[src/rtl/seg7_probe_display.sv]
`default_nettype none
// ---------------------------------------------------------------------------
// seg7_probe_display : probe-word selector with freeze snapshot, auto-cycle and
// seven-segment decode of a DIGITS-nibble window.            Rev 1.0
// ---------------------------------------------------------------------------
module seg7_probe_display #(
  parameter int          CHANNELS        = 8,
  parameter int          SEL_WIDTH       = 4,
  parameter int          PROBE_WIDTH     = 32,
  parameter int          DIGITS          = 4,
  parameter int          WIN_WIDTH       = 1,
  parameter logic [31:0] FILL            = 32'hBADDF00D,
  parameter int          DEBOUNCE_CYCLES = 1000000,
  parameter int          CYCLE_TICKS     = 50000000
) (
  input  logic                            clock,
  input  logic                            reset,
  input  logic [CHANNELS*PROBE_WIDTH-1:0] probes,
  input  logic [SEL_WIDTH-1:0]            sel,
  input  logic [WIN_WIDTH-1:0]            window,
  input  logic                            freeze_btn,
  input  logic                            auto_mode,
  output logic [4*DIGITS-1:0]             hex_out,
  output logic [8*DIGITS-1:0]             seg,
  output logic                            frozen,
  output logic [SEL_WIDTH-1:0]            chan_idx
);

  localparam int HEX_W = 4 * DIGITS;
  localparam int SPAN  = (1 << WIN_WIDTH) * HEX_W;
  localparam int WIDE  = (SPAN > PROBE_WIDTH) ? SPAN : PROBE_WIDTH;
  localparam int DB_W  = $clog2(DEBOUNCE_CYCLES + 1);
  localparam int TK_W  = $clog2(CYCLE_TICKS + 1);
  localparam logic [PROBE_WIDTH-1:0] FILL_W = PROBE_WIDTH'(FILL);

  function automatic logic [6:0] hex_to_seg7(input logic [3:0] h);
    case (h)
      4'h0: hex_to_seg7 = 7'h3F;  4'h1: hex_to_seg7 = 7'h06;
      4'h2: hex_to_seg7 = 7'h5B;  4'h3: hex_to_seg7 = 7'h4F;
      4'h4: hex_to_seg7 = 7'h66;  4'h5: hex_to_seg7 = 7'h6D;
      4'h6: hex_to_seg7 = 7'h7D;  4'h7: hex_to_seg7 = 7'h07;
      4'h8: hex_to_seg7 = 7'h7F;  4'h9: hex_to_seg7 = 7'h6F;
      4'hA: hex_to_seg7 = 7'h77;  4'hB: hex_to_seg7 = 7'h7C;
      4'hC: hex_to_seg7 = 7'h39;  4'hD: hex_to_seg7 = 7'h5E;
      4'hE: hex_to_seg7 = 7'h79;  default: hex_to_seg7 = 7'h71;
    endcase
  endfunction

  logic [PROBE_WIDTH-1:0] live [CHANNELS];
  logic [PROBE_WIDTH-1:0] snap [CHANNELS];

  for (genvar c = 0; c < CHANNELS; c++) begin : g_chan
    assign live[c] = probes[c*PROBE_WIDTH +: PROBE_WIDTH];
  end

  // Button path: two-flop synchroniser, then a level is accepted only after
  // DEBOUNCE_CYCLES consecutive cycles of disagreeing with the current one.
  logic            sync_a, sync_b, db_level, db_prev, press;
  logic [DB_W-1:0] db_cnt;

  always_ff @(posedge clock or negedge reset) begin
    if (!reset) begin
      sync_a   <= 1'b0;
      sync_b   <= 1'b0;
      db_level <= 1'b0;
      db_prev  <= 1'b0;
      db_cnt   <= '0;
    end else begin
      sync_a  <= freeze_btn;
      sync_b  <= sync_a;
      db_prev <= db_level;
      if (sync_b != db_level) begin
        if (db_cnt == DB_W'(DEBOUNCE_CYCLES - 1)) begin
          db_level <= sync_b;
          db_cnt   <= '0;
        end else begin
          db_cnt <= db_cnt + DB_W'(1);
        end
      end else begin
        db_cnt <= '0;
      end
    end
  end

  assign press = db_level & ~db_prev;

  always_ff @(posedge clock or negedge reset) begin
    if (!reset) begin
      frozen <= 1'b0;
      for (int c = 0; c < CHANNELS; c++) snap[c] <= '0;
    end else if (press) begin
      frozen <= ~frozen;
      if (!frozen) begin
        for (int c = 0; c < CHANNELS; c++) snap[c] <= live[c];
      end
    end
  end

  logic                 auto_q;
  logic [SEL_WIDTH-1:0] auto_idx, sel_clamped, eff;
  logic [TK_W-1:0]      tick;

  assign sel_clamped = (int'(sel) < CHANNELS) ? sel : '0;

  always_ff @(posedge clock or negedge reset) begin
    if (!reset) begin
      auto_q   <= 1'b0;
      auto_idx <= '0;
      tick     <= '0;
    end else begin
      auto_q <= auto_mode;
      if (auto_mode && !auto_q) begin
        auto_idx <= sel_clamped;
        tick     <= '0;
      end else if (auto_mode) begin
        if (tick == TK_W'(CYCLE_TICKS - 1)) begin
          tick     <= '0;
          auto_idx <= (auto_idx == SEL_WIDTH'(CHANNELS - 1)) ? '0 : auto_idx + SEL_WIDTH'(1);
        end else begin
          tick <= tick + TK_W'(1);
        end
      end
    end
  end

  logic [PROBE_WIDTH-1:0] word;
  logic [WIDE-1:0]        wide;
  logic [HEX_W-1:0]       win_bits;

  // On the auto_mode rising cycle the index register is not loaded yet, so the
  // clamped sel is forwarded to keep the display in step with the index.
  always_comb begin
    eff  = auto_mode ? (auto_q ? auto_idx : sel_clamped) : sel;
    word = FILL_W;
    for (int c = 0; c < CHANNELS; c++) begin
      if (eff == SEL_WIDTH'(c)) word = frozen ? snap[c] : live[c];
    end
    wide     = WIDE'(word);
    win_bits = HEX_W'(wide >> (int'(window) * HEX_W));
  end

  always_ff @(posedge clock or negedge reset) begin
    if (!reset) begin
      hex_out  <= '0;
      chan_idx <= '0;
    end else begin
      hex_out  <= win_bits;
      chan_idx <= eff;
    end
  end

  for (genvar d = 0; d < DIGITS; d++) begin : g_digit
    assign seg[8*d +: 7] = hex_to_seg7(hex_out[4*d +: 4]);
    if (d == 0) begin : g_frz
      assign seg[8*d+7] = frozen;
    end else if (d == 1) begin : g_auto
      assign seg[8*d+7] = auto_q;
    end else begin : g_off
      assign seg[8*d+7] = 1'b0;
    end
  end

endmodule
`default_nettype wire

[config.mk]
export PLATFORM = sky130hd
export DESIGN_NAME = seg7_probe_display
export DESIGN_NICKNAME = d
export VERILOG_FILES = /design/src/rtl/seg7_probe_display.sv
export SDC_FILE = /design/constraint.sdc
export NUM_CORES = 1
export LEC_CHECK = 0
export BUFFER_PORTS_ARGS = -buffer_cell sky130_fd_sc_hd__buf_2
export CAP_MARGIN = 20
export CORE_UTILIZATION = 62
export CTS_CLUSTER_DIAMETER = 50
export CTS_CLUSTER_SIZE = 30
export DETAILED_ROUTE_END_ITERATION = 7
export PLACE_DENSITY = 0.87
export SLEW_MARGIN = 20
export SYNTH_ARGS = -nofsm -noshare
export SYNTH_HDL_FRONTEND = slang
export SYNTH_SLANG_ARGS = --single-unit
[constraint.sdc]
create_clock -name clock -period 5.6 [get_ports clock]
set_input_delay 0.56 -clock clock [delete_from_list [all_inputs] [get_ports clock]]
set_output_delay 0.56 -clock clock [all_outputs]
set_load 0.01 [all_outputs]
**Yosys cells after proc, flatten, opt, wreduce, memory -nomap -nowiden**

Memory sizes are Yosys's and may differ from the RTL's.
Index checks and enable logic that the tools add are counted.
W data, S select, Z words.

- Flip-flop bits (word level): 332
- ROM bits: 448
- Input port bits: 265
- Output and inout port bits: 53
- Word-level logic and storage cells: 78
- Memories: 4

Memory list:

| memory | words | width | rd ports | clocked after Yosys merged registers in | write ports | line | RTL |
|---|---|---|---|---|---|---|---|
| (no name shown) | 16 | 7 | 1 | 0 | 0 | 37 | `case (h)` |
| (no name shown) | 16 | 7 | 1 | 0 | 0 | 37 |  |
| (no name shown) | 16 | 7 | 1 | 0 | 0 | 37 |  |
| (no name shown) | 16 | 7 | 1 | 0 | 0 | 37 |  |

- Add/sub/neg operators: 3
- Order comparisons: 1
- Equality and inequality tests: 11
- Shift-type cells: 1
- Muxes and demuxes: 28
- Bitwise operators: 3
- Reductions and logical operators: 8

Operator list:

| cell | number |
|---|---|
| $mux W32 | 16 |
| $mux W26 | 3 |
| $mux W20 | 2 |
| $shr A32 B5 Y16 | 1 |
| $mux W4 | 7 |
| $add A26 B1 Y26 const B | 1 |
| $eq A26 B26 Y1 const B | 1 |
| $add A20 B1 Y20 const B | 1 |
| $eq A20 B20 Y1 const B | 1 |
| $eq A4 B3 Y1 const B | 5 |
| $eq A4 B2 Y1 const B | 2 |
| $reduce_and A2 Y1 | 3 |
| $add A4 B1 Y4 const B | 1 |
| $eq A4 B1 Y1 const B | 1 |
| $logic_not A4 Y1 | 1 |
| $lt A4 B4 Y1 const B | 1 |
| $reduce_bool A2 Y1 | 2 |
| $not A1 Y1 | 2 |
| $and A1 B1 Y1 | 1 |
| $logic_and A1 B1 Y1 | 1 |
| $logic_not A1 Y1 | 1 |
| $ne A1 B1 Y1 | 1 |

**Depth between registers and ports, before layout**

Gate-level depths: netlist of run 1.

- Depth in word-level cells: 14
- Mapped depth: 9
- Mapped depth without buffers: 7

**Worst setup path before layout of run 1**

No wires, ideal clock.

- Kind: reg-to-reg
- From: reg frozen
- To: reg hex_out[0]
- Arrival: 2.084 ns
- Path slack: 3.379 ns
- Stages on the path, launching flop included: 8
- Path buffers: 4
- Clock period less this slack: 2.221 ns
- Cell sequence: dfrtp_1 > buf_2 > buf_4 > buf_4 > buf_2 > mux4_2 > a211oi_1 > o32ai_1

- Longest elaborated chain between the ends: 10

Ends and longest elaborated chain:

| item | line | RTL |
|---|---|---|
| from (decl) | 25 | `output logic frozen,` |
| from (signal assigned) | 92 | `frozen <= ~frozen;` |
| $mux W32 (8 in series) | 136 | `if (eff == SEL_WIDTH'(c)) word = frozen ? snap[c] : live[c];` |
| $mux W32 (*) | 136 |  |
| $shr A32 B5 Y16 (*) | 139 | `win_bits = HEX_W'(wide >> (int'(window) * HEX_W));` |
| named net win_bits[0] | 128 | `logic [HEX_W-1:0] win_bits;` |
| to (signal assigned) | 147 | `hex_out <= win_bits;` |
| to (decl) | 23 | `output logic [4*DIGITS-1:0] hex_out,` |

The timed path passes the listed nets; every way through them passes the cells marked *.
A chain may end at the register's enable or synchronous reset.

**Worst setup path in the final report of run 1**

- From: reg auto_q
- To: reg hex_out[8]

- Longest elaborated chain between the ends: 12

Ends and longest elaborated chain:

| item | line | RTL |
|---|---|---|
| from (decl) | 99 | `logic auto_q;` |
| from (signal assigned) | 111 | `auto_q <= auto_mode;` |
| $mux W4 (*) (2 in series) | 133 | `eff = auto_mode ? (auto_q ? auto_idx : sel_clamped) : sel;` |
| $logic_not A4 Y1 | 136 |  |
| $mux W32 (7 in series) | 136 |  |
| $mux W32 (*) | 136 |  |
| $shr A32 B5 Y16 (*) | 139 |  |
| named net win_bits[8] | 128 |  |

Marked as above.

==> summary.txt, run 1 <==
Die
  – Die width: 176 µm
  – Core footprint: 29800 µm²
  – Die Height: 176 µm
  – Die area: 31100 µm²
  – Starting Density: 63.2%
  – Num rows: 63
  – IO Count: 318

Detailed routing
  – Met3 wire len: 5360 µm
  – DRT Pass-1 Iters: 5
  – Via density: 6.61
  – WL/cell: 24.0 µm
  – Met2 wire len: 26500 µm
  – DR top layer: met5
  – Wire length on met1: 20300 µm
  – Detailed-route via count: 15300
  – Antenna viol nets, final: 0
  – DR iter-0 viols: 1579
  – DRC: 0
  – Total Wirelength: 55600 µm

Pwr
  – Power Density: 296 nW/µm²
  – Pwr Total: 6.47 mW
  – Leak pwr: 9.22 nW
  – Worst VDD drop: 0.309 mV

Critical path
  – Reg2Reg Depth: 7
  – Reg2reg end: hex_out[8]
  – Critical Path End: hex_out[8]
  – Arr. time, crit path: 4.21 ns
  – R2R Setup Slk: 1.84 ns
  – WS Path Type: register to register
  – Req. time, crit path: 6.05 ns
  – Crit start category: register
  – RR Startpoint: auto_q
  – Critical path fanouts, max: 50
  – Crit. End Element: register
  – CP startpoint: auto_q

Synth
  – Sequential fraction of the synthesis area: 44.1%
  – Top cells by count, synth: 332 x dfrtp_1, 289 x mux2_2, 108 x mux2i_1
  – Top post-synthesis cells by area: dfrtp_1 44%, mux2_2 17%, mux2i_1 5.7%
  – YS warnings: 0
  – Cell count after synthesis: 1635
  – Fraction of registers with async set/reset: 100%
  – Synth Cell Area: 18800 µm²
  – Post-Syn Area per Cell: 11.5 µm²
  – Top FF cell, synth: dfrtp_1
  – Synth top area share: 44.1%
  – Synthesized flop and latch total: 332
  – Post-synth cell types: 68
  – Post-synth EDFFs: 0
  – Count leader, synth: dfrtp_1
  – Cell taking the most area after synthesis: dfrtp_1

Timing
  – Setup TNS: 0 ns
  – Final min period: 3.76 ns
  – Worst Tran Pin Value: 1.15 ns
  – Final setup vio count: 0
  – Slew Limit Fails: 0
  – Clock skew: 0.0227 ns
  – RSZ-0062 raised after global routing: no
  – Fmax achieved: 266 MHz
  – Max transition margin: 23.5%
  – Final hold vios: 0
  – Period utilization: 67.2%

Status
  – Status: finished, final reports clean

GRT
  – Pin count of the biggest net entering global routing: 153
  – Grt ovf: 0
  – Antenna violations before repair: 20
  – First-pass GRT wire length: 85300 µm
  – Vias in the first global route: 15400
  – Tot GR Track Use: 35.8%

Cells and area
  – Area delta synth->final: 15.9%
  – Finished Layout Cells: 2312
  – Ratio of cells with drive above 1 in the final layout: 38.7%
  – # nets final: 2179

Clocking
  – Clock transition at path regs: 0.07 ns
  – Total CTS buffers: 35
  – Worst skew pair latency: 0.52 ns
  – Post-CTS setup buffer count: 0
  – H-Tree Depth: 2
  – Clock Path Buffers: 3
  – Hold Buf Count CTS: 0
  – Clock sinks: 332
  – CTS tree: yes
  – Root Buffer: clkbuf_16
  – Post-cts repair resize count: 0

Hold path
  – Worst min path class: input port to async pin

Placed design
  – Port-buffer cells: 315
  – DP Wirelength: 38200 µm
  – GPL Wtd Cong: 0.935
  – Placed cells: 2234

Run
  – Max cap viols: 0
layout make-up:
type / count / area, µm²
multi-input combinational: 1144 / 9810
sequential: 332 / 8310
fill: 1997 / 7960
timing repair buffer: 333 / 1800
clock buffer: 44 / 992
tap: 390 / 488
clock inverter: 16 / 258
inverter: 37 / 139
antenna: 16 / 40.0
layer usage:
| metal | vias to the layer above | GRT usage [%] |
|---|---|---|
| met5 | - | 0 |
| met4 | 8 | 21.4 |
| met3 | 209 | 9.47 |
| met2 | 899 | 57.7 |
| met1 | 7541 | 43.2 |
| li1 | 6626 | - |
worst min path at each step:
stage / cells after the start / slack (ns) / start / endpoint
final: 1 / 0.12 / reset / db_cnt[4]
after global placement: 0 / 0.34 / sync_a / sync_b
after floorplan: 0 / 0.26 / reset / auto_idx[0]
after detailed placement: 0 / 0.35 / sync_a / sync_b
after CTS: 1 / 0.15 / freeze_btn / sync_a
after global routing: 1 / 0.15 / freeze_btn / sync_a
kinds of logic after synthesis:
group / Yosys count / share of synthesized area (%)
fa+ha+maj: 31 / 2.06
compound gates: 324 / 11.9
simple gates: 311 / 7.92
other cells: 1 / 0.0199
flops: 332 / 44.1
mux: 443 / 28.5
xor+xnor: 33 / 1.53
buf+inv: 160 / 3.93
metrics by stage:
step                      hold WS [ns]  setup WS (ns)  area, µm²  utilization [%]
final                            0.120           1.84      21800             73.3
after global routing             0.152           1.65      21800             73.3
after CTS                        0.150           2.04      21700             73.0
after detailed placement         0.351           1.83      20500             68.8
after global placement           0.340           1.93      20500             68.8
after floorplan                  0.264           3.38      18800                -
cell usage in the layout, fill, tap and decap left out, types with 12 or more instances in the layout:
cell type / instances
dfrtp_1: 331
mux2_2: 289
o211ai_1: 19
inv_1: 35
a211oi_1: 15
diode_2: 16
clkbuf_16: 37
a22oi_1: 19
buf_4: 13
a31oi_1: 15
nor2b_1: 18
a221oi_1: 16
nand2_1: 79
o21ai_0: 70
and3_1: 12
xor2_1: 22
a21oi_1: 59
nor2_1: 86
mux2i_1: 108
nand3_1: 40
nor3_1: 21
ha_1: 31
o32ai_1: 15
mux4_2: 46
o221ai_1: 14
buf_2: 314
sequential cells by signal, indices dropped and copies added, names as in the netlist:
name      cells
db_level      1
auto_q        1
sync_a        1
sync_b        1
snap        256
db_cnt       20
db_prev       1
chan_idx      4
tick         26
auto_idx      4
frozen        1
hex_out      16
critical path, stage by stage, from the launching register on:
cell     delay (ns)
dfrtp_1        0.58
and2_1         0.41
a22oi_2        0.28
inv_2          0.41
nor3_2         0.95
o21ai_0        0.42
nor4_1         0.43
a311o_1        0.17
report_power, final:
part	internal [mW]	leakage (nW)	switching [mW]	total, mW
Sequential	2.53	3.98	0.153	2.69
Clock	1.54	0.613	0.988	2.53
Combinational	0.528	4.63	0.722	1.25
Note: power is estimated with default switching activity, not from simulation.
==> run 2, diff against run 1 <==
--- a/config.mk
+++ b/config.mk
@@ -5,13 +5,14 @@
 export SDC_FILE = /design/constraint.sdc
 export NUM_CORES = 1
 export LEC_CHECK = 0
+export ABC_AREA = 1
 export BUFFER_PORTS_ARGS = -buffer_cell sky130_fd_sc_hd__buf_2
 export CAP_MARGIN = 20
-export CORE_UTILIZATION = 62
+export CORE_UTILIZATION = 57
 export CTS_CLUSTER_DIAMETER = 50
 export CTS_CLUSTER_SIZE = 30
 export DETAILED_ROUTE_END_ITERATION = 7
-export PLACE_DENSITY = 0.87
+export PLACE_DENSITY = 0.81
 export SLEW_MARGIN = 20
 export SYNTH_ARGS = -nofsm -noshare
 export SYNTH_HDL_FRONTEND = slang
==> constraint.sdc (replaced) <==
create_clock -name clock -period 3.5 [get_ports clock]
set_input_delay 0.35 -clock clock [delete_from_list [all_inputs] [get_ports clock]]
set_output_delay 0.35 -clock clock [all_outputs]
set_load 0.01 [all_outputs]
==> run 2 against run 1 <==
Critical path depth grew 5; sequential share of layout area shrank 0.45 points; clock-buffer cell count shrank 6; via count grew 21%; register-to-register slack lost 1.1 ns; wire length grew 4.7%; global-route usage shrank 0.87 points; clock power grew 62%; largest cell class unchanged.
==> summary.txt, run 2 <==
Status
  – Status: finished, final reports clean

Timing
  – RSZ-0062 raised after global routing: no
  – Final setup vio count: 0
  – Period utilization: 78.1%
  – Max transition margin: 31.0%
  – Hold slack: 0.0701 ns
  – Worst Tran Pin Value: 1.04 ns
  – Fmax achieved: 366 MHz
  – Setup TNS: 0 ns
  – Clock skew: 0.0240 ns
  – Final min period: 2.73 ns
  – Slew Limit Fails: 0
  – Final hold vios: 0

Hold path
  – Hold wc startpoint: probes[149]
  – Worst min path class: input port to register

GRT
  – Pin count of the biggest net entering global routing: 159
  – Tot GR Track Use: 34.9%
  – Antenna violations before repair: 4
  – First-pass GRT wire length: 91900 µm
  – Grt ovf: 0
  – Vias in the first global route: 17300

Cells and area
  – Most frequent cells in the layout: 720 x nand2_1, 467 x o21ai_0, 345 x inv_1
  – Leading cell type in the layout, fill and taps excluded: nand2_1
  – Max FFs per register: 256
  – # nets final: 3144
  – Largest regs: snap: 256 flops, tick: 26 flops, db_cnt: 20 flops
  – Area delta synth->final: 16.6%
  – Register with the most flip-flops: snap
  – Ratio of cells with drive above 1 in the final layout: 16.8%

Detailed routing
  – DRT Pass-1 Iters: 7
  – Total Wirelength: 58200 µm
  – Via density: 5.59
  – DR iter-0 viols: 2067
  – WL/cell: 17.5 µm
  – Antenna viol nets, final: 0
  – Detailed-route via count: 18500
  – DRC: 0

Synth
  – Synthesized flop and latch total: 332
  – YS warnings: 0
  – Post-synthesis mux area share: 0.653%
  – Fraction of registers with async set/reset: 100%
  – Post-Synth XOR/XNOR Area: 0.739%
  – Count leader, synth: nand2_1
  – Synth Cell Area: 19000 µm²
  – Largest family of logic cells by synthesized area: simple AND/OR/NAND/NOR gates
  – Cell count after synthesis: 2608
  – Sequential fraction of the synthesis area: 43.8%
  – Post-synth cell types: 46
  – Top cells by count, synth: 721 x nand2_1, 467 x o21ai_0, 345 x inv_1
  – Top post-synthesis cells by area: dfrtp_1 44%, nand2_1 14%, o21ai_0 12%
  – Simple-gate share of the synthesized area: 24.1%
  – Post-synth EDFFs: 0
  – Compound-gate portion of the synthesized area: 17.8%
  – Synth top area share: 43.8%
  – Top FF cell, synth: dfrtp_1
  – Post-Syn Area per Cell: 7.27 µm²
  – Synth Area in Adders: 2.05%
  – Cell taking the most area after synthesis: dfrtp_1

Clocking
  – Clock sinks: 332
  – Clock Path Buffers: 3
  – H-Tree Depth: 2
  – Total CTS buffers: 36
  – Root Buffer: clkbuf_16
  – Post-CTS setup buffer count: 0
  – CTS tree: yes
  – Worst skew pair latency: 0.54 ns
  – Clock transition at path regs: 0.08 ns

Pwr
  – Worst VDD drop: 0.422 mV
  – Leak pwr: 11.7 nW
  – Power Density: 446 nW/µm²

Die
  – Die Height: 184 µm
  – Die width: 184 µm
  – IO Count: 318
  – Starting Density: 58.1%
  – Num rows: 66
  – Die area: 34000 µm²
  – Core footprint: 32600 µm²

Critical path
  – Req. time, crit path: 3.93 ns
  – Crit start category: register
  – WS Path Type: register to register
  – Crit. End Element: register
  – Arr. time, crit path: 3.16 ns
  – RR Startpoint: auto_q
  – CP startpoint: auto_q
  – Critical path fanouts, max: 32

Placed design
  – DP Wirelength: 43100 µm
  – Port-buffer cells: 315
  – GPL Wtd Cong: 0.943

Run
  – Max cap viols: 0
## run 2: power by group
group / internal, mW / leakage, nW / total, mW / switching [mW]
clock network: 2.34 / 0.617 / 4.11 / 1.77
logic: 0.581 / 7.77 / 1.67 / 1.09
registers: 3.92 / 3.27 / 4.07 / 0.154
total: 6.84 / 11.7 / 9.85 / 3.01
## run 2: kinds of logic (layout without fill, tap and decap cells)
logic type,after synthesis,in the layout
adders and majority gates,31,31
xor gates and xnor gates,16,16
and+or+nand+nor,1079,1079
muxes,11,11
AOI/OAI and AO/OA,629,629
DFF,332,332
buffers and inverters,509,774
other,1,5
## run 2: metrics by stage
stage	cell area [µm²]	std cells	setup WS, ns	util, %	power, mW
final	22100	3319	0.767	67.8	9.85
after global routing	22100	3317	0.547	67.7	10.3
after CTS	22100	3316	0.824	67.7	9.89
after detailed placement	20800	3250	0.731	63.7	5.78
after global placement	20800	3250	0.766	63.7	5.75
after floorplan	19000	2609	1.70	-	5.02
## run 2: repair_timing
item	4_1_cts	5_1_grt
resized for setup	0	0
hold endpoints to repair	69	0
hold buffers	2	0
endpoints found under the setup margin	0	0
## run 2: per-layer routing
layer | GRT usage [%] | part of all wire [%]
met1 | 47.4 | 41
met5 | 0 | 0.017
met2 | 53.4 | 45
met3 | 6.62 | 8.9
met4 | 17.8 | 5.2
## run 2: critical path: stages, from the launching register on
cell     delay (ns)
dfrtp_1        0.49
inv_2          0.09
nand2_2        0.14
nor2_2         0.22
nor2_4         0.06
nor2_4         0.51
nand2_4        0.11
inv_2          0.53
a21oi_1        0.18
nand4_1        0.13
nand2_1        0.05
nand2_1        0.05
nand2_1        0.05
## run 2: area by class of cell
class | instances | area [µm²]
clock buffer | 38 | 940
sequential | 332 | 8310
fill | 2748 | 10500
multi-input combinational | 1768 | 8620
clock inverter | 26 | 339
inverter | 355 | 1340
timing repair buffer | 355 | 1990
tap | 442 | 553
antenna | 3 | 7.51
## run 2: path summary, 6_finish.rpt
path                       slack, ns  cells past startpoint          end
min in group asynchronous       0.49                      2    snap[188]
max                             0.77                     12  hex_out[13]
max reg2reg                     0.77                     12  hex_out[13]
min reg2reg                     0.36                      0       sync_b
min                             0.07                      3    snap[117]
max in group asynchronous       1.97                      3     snap[40]
==> run 3, diff against run 2 <==
==> constraint.sdc (replaced) <==
create_clock -name clock -period 2.8 [get_ports clock]
set_input_delay 0.28 -clock clock [delete_from_list [all_inputs] [get_ports clock]]
set_output_delay 0.28 -clock clock [all_outputs]
set_load 0.01 [all_outputs]
==> run 3 against run 2 <==
Via count increased by 1.3%; worst hold slack worse by 0.061 ns; combinational power is 28% higher; cell area rose by 0.66%; core utilization increased by 0.45 points; largest cell class unchanged; largest power group is now registers.
==> summary.txt, run 3 (same netlist as run 2, synthesis figures left out) <==
Critical path
  – Crit start category: input port
  – Arr. time, crit path: 3.07 ns
  – Slowest stage cell, crit path: dlygate4sd3_1
  – Critical path fanouts, max: 22
  – Critical Path Most Common Cell: nand2_1
  – Crit. End Element: register
  – Req. time, crit path: 3.29 ns
  – Largest stage delay, worst path: 0.52 ns
  – Critical-path cell list: dlygate4sd3_1 -> buf_2 -> inv_2 -> nor2_4 -> nand2_1 -> nand2_1 -> nor2_4 -> nand2_2 -> inv_2 -> nand2_1 -> nand4_1 -> nor2_1 -> nand4_1 -> nand2_1
  – WS Path Type: input port to register

Detailed routing
  – DR iter-0 viols: 2228
  – Antenna viol nets, final: 0
  – Total Wirelength: 60400 µm
  – WL/cell: 18.1 µm
  – Via density: 5.62
  – DRC: 0
  – DRT Pass-1 Iters: 6
  – Detailed-route via count: 18800

GRT
  – Grt ovf: 0
  – Pin count of the biggest net entering global routing: 106
  – Vias in the first global route: 17400
  – Tot GR Track Use: 35.9%
  – Antenna violations before repair: 0
  – First-pass GRT wire length: 93400 µm

Pwr
  – Leak pwr: 11.7 nW
  – Power Density: 550 nW/µm²
  – Worst VDD drop: 0.447 mV

Cells and area
  – Leading cell type in the layout, fill and taps excluded: nand2_1
  – ANT cells: 0
  – Most frequent cells in the layout: 720 x nand2_1, 467 x o21ai_0, 345 x inv_1
  – # nets final: 3168
  – Ratio of cells with drive above 1 in the final layout: 17.1%
  – Register with the most flip-flops: snap
  – Largest regs: snap: 256 flops, tick: 26 flops, db_cnt: 20 flops
  – FILL cells: 2705
  – Area of the multi-input gates: 8630 µm²
  – Max FFs per register: 256
  – Area delta synth->final: 17.3%
  – Post-route cell area: 22200 µm²
  – FF+latch area: 8310 µm²

Status
  – Status: finished, final reports clean

Timing
  – Slew Limit Fails: 0
  – RSZ-0062 raised after global routing: no
  – Final min period: 2.59 ns
  – Worst Tran Pin Value: 0.858 ns
  – Period utilization: 92.5%
  – Max transition margin: 42.8%
  – Fmax achieved: 386 MHz
  – Final setup vio count: 0
  – Hold slack: 0.00877 ns
  – Final hold vios: 0
  – Clock skew: 0.0169 ns
  – Setup TNS: 0 ns

Hold path
  – Worst min path class: input port to register

Clocking
  – H-Tree Depth: 2
  – Total CTS buffers: 38
  – Clock Path Buffers: 3
  – Worst skew pair latency: 0.55 ns
  – Root Buffer: clkbuf_16
  – CTS tree: yes
  – Post-cts repair resize count: 0
  – Clock transition at path regs: 0.06 ns
  – Clock sinks: 332

Die
  – Die area: 34000 µm²
  – Num rows: 66
  – Core footprint: 32600 µm²
  – Die width: 184 µm
  – Die Height: 184 µm
  – Starting Density: 58.1%
  – IO Count: 318

Placed design
  – DP Wirelength: 44600 µm
  – GPL Wtd Cong: 0.990
  – Dpl cell area: 20900 µm²
  – Port-buffer cells: 315

Run
  – Max cap viols: 0
[run 3: worst max-delay path, delay by kind of cell]
family / cells / cell delay [ns]
buffers and inverters: 4 / 1.11
AND/OR/NAND/NOR: 10 / 1.67
[run 3: worst paths after layout]
kind	depth (start not counted)	startpoint	endpoint	slack (ns)
setup / recovery	14	auto_mode	hex_out[4]	0.21
hold / removal	3	probes[222]	snap[62]	0.009
setup reg to reg	10	auto_q	hex_out[4]	0.24
hold reg to reg	0	sync_a	sync_b	0.39
max in group asynchronous	3	reset	sync_b	1.61
min in group asynchronous	2	reset	tick[10]	0.31
[run 3: layout make-up]
type | count | share of cell area, %
sequential | 332 | 37.4
multi-input combinational | 1769 | 38.8
timing repair buffer | 376 | 9.76
clock buffer | 42 | 4.39
tap | 442 | 2.49
inverter | 355 | 6.01
clock inverter | 26 | 1.21
[run 3: power breakdown]
part / switching (mW) / internal, mW
registers: 0.187 / 4.90
clock network: 2.23 / 2.79
logic: 1.38 / 0.754
[run 3: repair_timing]
item | CTS | global route
hold buffers | 11 | 0
endpoints found under the hold margin | 84 | 0
pin swaps | 1 | 1
buffers inserted | 0 | 4
cloned | 1 | 0
endpoints found under the setup margin | 5 | 10
[run 3: layer usage]
layer	wire length [µm]	vias to the layer above	part of all wire [%]	global-route usage [%]
met5	0	-	0	0
met4	3640	0	6.0	20.6
met2	26800	963	44	55.0
met3	5800	194	9.6	7.94
met1	24100	8720	40	47.0
li1	-	8907	-	-
[run 3: metrics by stage]
| step | utilization (%) | total power [mW] | cells | worst slack, ns |
|---|---|---|---|---|
| after global routing | 68.2 | 12.7 | 3342 | 0.0408 |
| after floorplan | - | 6.27 | 2609 | 0.999 |
| after detailed placement | 63.9 | 7.23 | 3258 | -0.113 |
| final | 68.2 | 12.2 | 3342 | 0.211 |
| after CTS | 68.1 | 12.2 | 3338 | 0.119 |
| after global placement | 63.9 | 7.18 | 3258 | 0.0359 |
